[src/rtl/stream_demux_1to4_pkg.sv]
// ---------------------------------------------------------------------------
// stream_demux_1to4_pkg
//
// Purpose:
//   Shared definitions for the buffered 1-to-4 stream demultiplexer.
//   Holds the channel count, the per-channel FIFO depth, the select type
//   and a small helper that turns a channel select into a one-hot vector.
//
// Contents:
//   NUM_CHANNELS  number of output channels (4)
//   FIFO_DEPTH    entries per channel FIFO (2)
//   sel_t         channel select type (2 bits)
//   count_t       per-channel occupancy type (0..FIFO_DEPTH)
//   selToOneHot   select -> one-hot channel vector
// ---------------------------------------------------------------------------
package stream_demux_1to4_pkg;

    localparam int NUM_CHANNELS = 4;
    localparam int FIFO_DEPTH   = 2;

    typedef logic [1:0] sel_t;
    typedef logic [1:0] count_t;

    // Decode a channel number into a one-hot vector so the top level can
    // gate it with the accepted-handshake condition in a single AND.
    function automatic logic [NUM_CHANNELS-1:0] selToOneHot(input sel_t sel);
        logic [NUM_CHANNELS-1:0] oneHot;
        oneHot      = '0;
        oneHot[sel] = 1'b1;
        return oneHot;
    endfunction

endpackage

[src/rtl/stream_demux_1to4_fifo.sv]
// ---------------------------------------------------------------------------
// fifo_2entry
//
// Purpose:
//   Two-entry first-word-fall-through FIFO used as the per-channel buffer of
//   the 1-to-4 demultiplexer. The head word is presented on o_Data whenever
//   the FIFO holds at least one entry. There is no bypass: a word pushed in
//   one cycle becomes visible at the head in the following cycle.
//
// Ports:
//   i_Clock   in   1       rising-edge clock
//   i_Reset   in   1       asynchronous active-high reset
//   i_Push    in   1       write i_Data (ignored while full)
//   i_Data    in   WIDTH   write data
//   i_Pop     in   1       consumer takes the head word (ignored while empty)
//   o_Data    out  WIDTH   head word; keeps the addressed slot when empty
//   o_Valid   out  1       FIFO holds at least one word
//   o_Full    out  1       FIFO holds FIFO_DEPTH words
// ---------------------------------------------------------------------------
module fifo_2entry
    import stream_demux_1to4_pkg::*;
#(
    parameter int WIDTH = 32
) (
    input  logic             i_Clock,
    input  logic             i_Reset,
    input  logic             i_Push,
    input  logic [WIDTH-1:0] i_Data,
    input  logic             i_Pop,
    output logic [WIDTH-1:0] o_Data,
    output logic             o_Valid,
    output logic             o_Full
);

    logic [WIDTH-1:0] storage [FIFO_DEPTH];
    count_t           count;
    logic             wrPtr;
    logic             rdPtr;
    logic             doPush;
    logic             doPop;

    // The FIFO protects itself: a push into a full FIFO or a pop from an
    // empty one is dropped, so callers cannot corrupt the occupancy count.
    assign doPush = i_Push && !o_Full;
    assign doPop  = i_Pop  && o_Valid;

    // Storage and pointer update. Reset clears the storage as well as the
    // pointers so that the head data reads as zero straight after reset.
    // Pointers are single bits and simply toggle, which wraps 1 -> 0.
    always_ff @(posedge i_Clock or posedge i_Reset) begin
        if (i_Reset) begin
            wrPtr <= 1'b0;
            rdPtr <= 1'b0;
            for (int i = 0; i < FIFO_DEPTH; i++) begin
                storage[i] <= '0;
            end
        end else begin
            if (doPush) begin
                storage[wrPtr] <= i_Data;
                wrPtr          <= ~wrPtr;
            end
            if (doPop) begin
                rdPtr <= ~rdPtr;
            end
        end
    end

    // Occupancy count. A simultaneous push and pop leaves the count alone;
    // a pop into an empty FIFO never happens because doPop needs o_Valid.
    always_ff @(posedge i_Clock or posedge i_Reset) begin
        if (i_Reset) begin
            count <= '0;
        end else begin
            case ({doPush, doPop})
                2'b10:   count <= count + 2'd1;
                2'b01:   count <= count - 2'd1;
                default: count <= count;
            endcase
        end
    end

    // Status flags come straight from the registered count, so o_Valid
    // falls together with the asynchronous reset.
    assign o_Data  = storage[rdPtr];
    assign o_Valid = (count != 2'd0);
    assign o_Full  = (count == 2'(FIFO_DEPTH));

endmodule

[src/rtl/stream_demux_1to4.sv]
// ---------------------------------------------------------------------------
// stream_demux_1to4
//
// Purpose:
//   Buffered 1-to-4 stream demultiplexer. Each accepted input word is routed
//   to the channel named by i_Select and queued in that channel's own
//   two-entry FIFO, so a stalled consumer only blocks traffic addressed to
//   itself. Typical use: one producer distributing results to four
//   functional units.
//
// Ports:
//   i_Clock    in   1       rising-edge clock
//   i_Reset    in   1       asynchronous active-high reset
//   i_Valid    in   1       input word valid
//   i_Select   in   2       destination channel (0..3)
//   i_Input    in   WIDTH   input data
//   o_Ready    out  1       input accepted when i_Valid && o_Ready
//   o_Valid    out  4       per-channel head word valid
//   i_Ready    in   4       per-channel consumer takes the head word
//   o_Output0  out  WIDTH   channel 0 head data
//   o_Output1  out  WIDTH   channel 1 head data
//   o_Output2  out  WIDTH   channel 2 head data
//   o_Output3  out  WIDTH   channel 3 head data
// ---------------------------------------------------------------------------
module stream_demux_1to4
    import stream_demux_1to4_pkg::*;
#(
    parameter int WIDTH = 32
) (
    input  logic             i_Clock,
    input  logic             i_Reset,
    input  logic             i_Valid,
    input  logic [1:0]       i_Select,
    input  logic [WIDTH-1:0] i_Input,
    output logic             o_Ready,
    output logic [3:0]       o_Valid,
    input  logic [3:0]       i_Ready,
    output logic [WIDTH-1:0] o_Output0,
    output logic [WIDTH-1:0] o_Output1,
    output logic [WIDTH-1:0] o_Output2,
    output logic [WIDTH-1:0] o_Output3
);

    sel_t                    selIdx;
    logic [NUM_CHANNELS-1:0] fullVec;
    logic [NUM_CHANNELS-1:0] validVec;
    logic [NUM_CHANNELS-1:0] pushVec;
    logic [NUM_CHANNELS-1:0] popVec;
    logic [WIDTH-1:0]        headData [NUM_CHANNELS];

    assign selIdx = i_Select;

    // Ready looks only at the fullness of the addressed channel. It is kept
    // independent of i_Ready on purpose: a full channel refuses a word even
    // when its consumer is draining in the same cycle, which costs one
    // bubble but keeps any combinational ready-to-ready path out of the
    // design. While reset is held every FIFO is empty, so ready reads high.
    assign o_Ready = !fullVec[selIdx];

    // Only the addressed channel sees a push, and only on an accepted
    // handshake.
    assign pushVec = selToOneHot(selIdx) & {NUM_CHANNELS{i_Valid && o_Ready}};

    // A pop is requested whenever the consumer is ready; the FIFO itself
    // ignores the request while it is empty.
    assign popVec = i_Ready;

    // One independent FIFO per output channel.
    for (genvar ch = 0; ch < NUM_CHANNELS; ch++) begin : g_channel
        fifo_2entry #(
            .WIDTH (WIDTH)
        ) u_fifo (
            .i_Clock (i_Clock),
            .i_Reset (i_Reset),
            .i_Push  (pushVec[ch]),
            .i_Data  (i_Input),
            .i_Pop   (popVec[ch]),
            .o_Data  (headData[ch]),
            .o_Valid (validVec[ch]),
            .o_Full  (fullVec[ch])
        );
    end

    assign o_Valid   = validVec;
    assign o_Output0 = headData[0];
    assign o_Output1 = headData[1];
    assign o_Output2 = headData[2];
    assign o_Output3 = headData[3];

endmodule

[config.mk]
export PLATFORM = sky130hd
export DESIGN_NAME = stream_demux_1to4
export DESIGN_NICKNAME = d
export VERILOG_FILES = /design/src/rtl/stream_demux_1to4_pkg.sv /design/src/rtl/stream_demux_1to4_fifo.sv /design/src/rtl/stream_demux_1to4.sv
export SDC_FILE = /design/constraint.sdc
export NUM_CORES = 1
export LEC_CHECK = 0
export ABC_CLOCK_PERIOD_IN_PS = 7500
export CORE_MARGIN = 2
export CORE_UTILIZATION = 28
export CTS_BUF_LIST = sky130_fd_sc_hd__clkbuf_2 sky130_fd_sc_hd__clkbuf_4 sky130_fd_sc_hd__clkbuf_8
export DETAILED_ROUTE_END_ITERATION = 7
export PLACE_DENSITY = 0.52
export RECOVER_POWER = 25
export SLEW_MARGIN = 15
export SYNTH_ARGS = -nofsm -noshare
export SYNTH_HDL_FRONTEND = slang
export SYNTH_SLANG_ARGS = --single-unit
export TNS_END_PERCENT = 10
[constraint.sdc]
create_clock -name i_Clock -period 7.5 [get_ports i_Clock]
set_input_delay 0.75 -clock i_Clock [delete_from_list [all_inputs] [get_ports i_Clock]]
set_output_delay 0.75 -clock i_Clock [all_outputs]
set_load 0.02 [all_outputs]
==> flow_metrics.env <==
export IMPL_status="finished, violations left"
export IMPL_violations="max-capacitance violations, max-slew violations"
export IMPL_synth_cell_types=29
export IMPL_num_rows=75
export IMPL_finalCoreUtilization_pct=36.3
export IMPL_post_cts_repair_setup_buffers=0
export IMPL_route_final_wire_length_um=30600
export IMPL_hold_buffers=0
export IMPL_timing_critical_path_to_type="asynchronous set/reset pin"
export IMPL_layout_common_cells="sky130_fd_sc_hd__mux2_2, sky130_fd_sc_hd__dfrtp_1, sky130_fd_sc_hd__clkdlybuf4s50_1, sky130_fd_sc_hd__clkbuf_8, sky130_fd_sc_hd__mux2_4"
export IMPL_initial_core_util_pct=28.5
export IMPL_num_antenna_cells=0
export IMPL_finalWorstPathRequiredPeriod_ps=4590
export IMPL_most_common_cell_after_layout_fill_and_taps_aside="sky130_fd_sc_hd__mux2_2"
export IMPL_antenna_found_initial=0
export IMPL_port_buffers=173
export IMPL_clk_pin_slew_worst_paths_ps=60
export IMPL_crit_arrival_ps=4610
export IMPL_tritoncts="built"
export IMPL_timing_critical_path_fanout_max=117
export IMPL_postCtsResizedCells=0
export IMPL_drt_first_iter_violations=311
export IMPL_worst_ir_drop_vdd_uv=226
export IMPL_floorplan_core_area_um2=42000
export IMPL_synthArstFlopShare_pct=100
export IMPL_setup_worst_path_class="input pin to asynchronous set/reset pin"
export IMPL_grt_max_degree=123
export IMPL_via_count_of_the_first_global_routing_pass=7632
export IMPL_clock_path_buffers=3
export IMPL_grt_overflow=0
export IMPL_drt_first_pass_iters=3
export IMPL_post_layout_nonfiller_instances=1523
export IMPL_final_layout_size_suffix_gt1_share_pct=49.5
export IMPL_power_density_cell_area_nw_per_um2=510
export IMPL_cts_sink_count=272
export IMPL_floorplan_die_area_um2=44400
export IMPL_fill_cells=4069
export IMPL_detailroute_via_count=6901
export IMPL_relSlewSlack_pct=-104
export IMPL_grt_first_pass_wirelength_um=47400
export IMPL_nNetsFinal=995
export IMPL_synth_area_per_cell_um2=15.7
export IMPL_pre_cts_worst_setup_slack_ps=3880
export IMPL_synth_yosys_warnings=0
export IMPL_min_delay_path_class="flop to flop"
export IMPL_dpl_cells=1437
export IMPL_synth_enable_flop_cells=0
export IMPL_synthToLayoutAreaGrowth_pct=27.4
export IMPL_final_setup_worst_slack_ps=2910
export IMPL_rsz0062_at_grt="no"
export IMPL_mappedNetlistArea_um2=12000
export IMPL_cts_root_buf="sky130_fd_sc_hd__clkbuf_8"
export IMPL_replace_congestion=0.709
export IMPL_drcViolationCount=0
export IMPL_syn_instance_count=764
export IMPL_critical_path_data_required_time_ps=7520
export IMPL_boundaryPins=174
export IMPL_avgRoutedWirePerCell_um=20.1
export IMPL_report_final_slew_viol_count=322
export IMPL_die_width_um=211
export IMPL_cts_htree_levels=2
export IMPL_setup_viol=0
export IMPL_tritoncts_num_buffers=50
export IMPL_die_height_um=211
export IMPL_synthFlopType="sky130_fd_sc_hd__dfrtp_1"
export IMPL_whs_path_depth=1
export IMPL_syn_num_nets=809
export IMPL_r2r_worst_path_cells=4
export IMPL_fmax_mhz=218
export IMPL_clkLatencyLatePin_ps=600
export IMPL_fin_worst_skew_ps=19.5
export IMPL_final_setup_tns_ps=0
export IMPL_grt_use_total_pct=14.1
export IMPL_startpoint_type="input pin"
export IMPL_finalHoldViolCount=0
export IMPL_dp_final_hpwl_um=18400
export IMPL_route_detailed_vias_per_inst=4.53
export IMPL_drv_cap=7
export IMPL_ys_seq_elements=272
export IMPL_ant_nets=0
export IMPL_power_static_leakage_nw=6.48
export IMPL_tightest_slew_ps=3060
export IMPL_period_share_pct=61.2
export IMPL_synth_seq_area_share_pct=56.9
final timing paths:
kind	to	slack, ps	start
max in group i_Clock	o_Output3[12]	3420	g_channel[3].u_fifo.rdPtr
hold reg to reg	g_channel[3].u_fifo.count[1]	480	g_channel[3].u_fifo.count[1]
setup reg to reg	g_channel[0].u_fifo.storage[31]	4330	g_channel[0].u_fifo.count[0]
setup / recovery	g_channel[0].u_fifo.storage[52]	2910	i_Reset
min in group asynchronous	g_channel[3].u_fifo.storage[5]	970	i_Reset
hold / removal	g_channel[3].u_fifo.count[1]	480	g_channel[3].u_fifo.count[1]
critical path: stages:
cell                            delay (ps)
sky130_fd_sc_hd__dlygate4sd3_1         540
sky130_fd_sc_hd__clkinvlp_2            910
sky130_fd_sc_hd__clkbuf_2             2260
cells in the mapped netlist, types with 4 or more instances:
library cell | instances | area (µm²)
sky130_fd_sc_hd__and2_1 | 4 | 25.0
sky130_fd_sc_hd__buf_2 | 23 | 115
sky130_fd_sc_hd__buf_4 | 4 | 30.0
sky130_fd_sc_hd__clkbuf_1 | 17 | 63.8
sky130_fd_sc_hd__dfrtp_1 | 272 | 6810
sky130_fd_sc_hd__ha_1 | 4 | 50.1
sky130_fd_sc_hd__mux2_2 | 351 | 3950
sky130_fd_sc_hd__mux2_4 | 30 | 450
sky130_fd_sc_hd__nor2_1 | 5 | 18.8
sky130_fd_sc_hd__or2_2 | 5 | 31.3
sky130_fd_sc_hd__xnor2_1 | 12 | 105
sky130_fd_sc_hd__xor2_1 | 8 | 70.1
through the flow:
stage / hold WS, ps / instance area (µm²) / total power [mW]
after floorplan: 448 / 12000 / 4.83
after CTS: 483 / 15300 / 7.91
after global placement: 464 / 14300 / 6.36
final: 478 / 15200 / 7.78
after detailed placement: 472 / 14300 / 6.39
after global routing: 510 / 15200 / 8.27
flip-flops by register name, indices dropped and copies added (netlist names):
register and count:
g_channel.u_fifo.wrPtr 4, g_channel.u_fifo.rdPtr 4, g_channel.u_fifo.storage 256, g_channel.u_fifo.count 8
metal layers:
| metal | vias to the layer above | track usage (%) | part of all wire (%) |
|---|---|---|---|
| met2 | 155 | 22.6 | 47 |
| met1 | 3597 | 18.2 | 45 |
| met5 | - | 0 | 0 |
| met4 | 0 | 4.88 | 2.1 |
| met3 | 51 | 4.22 | 6.3 |
| li1 | 3098 | - | - |
cell type report:
| cell class | instances | area [µm²] | share of cell area [%] |
|---|---|---|---|
| Multi-Input combinational cell | 441 | 4930 | 32.3 |
| Timing Repair Buffer | 182 | 1810 | 11.8 |
| Clock inverter | 9 | 78.8 | 0.517 |
| Clock buffer | 77 | 941 | 6.17 |
| Sequential cell | 272 | 6810 | 44.6 |
| Tap cell | 539 | 674 | 4.42 |
| Inverter | 3 | 12.5 | 0.0821 |
where the power goes:
| part | switching [mW] | leakage, nW | internal, mW |
|---|---|---|---|
| registers | 0.533 | 3.28 | 2.20 |
| clock network | 0.626 | 0.543 | 0.829 |
| logic | 1.52 | 2.66 | 2.06 |
| total | 2.68 | 6.48 | 5.09 |
cells by family (layout without fill, tap and decap cells):
logic type / after synthesis / count (layout) / share of synthesized area [%]
xor+xnor: 20 / 20 / 1.46
simple gates: 32 / 32 / 1.76
mux: 385 / 385 / 37.3
buf+inv: 51 / 271 / 2.16
fa+ha+maj: 4 / 4 / 0.418
flops: 272 / 272 / 56.9
No activity file was read; power rests on OpenSTA's default activity.
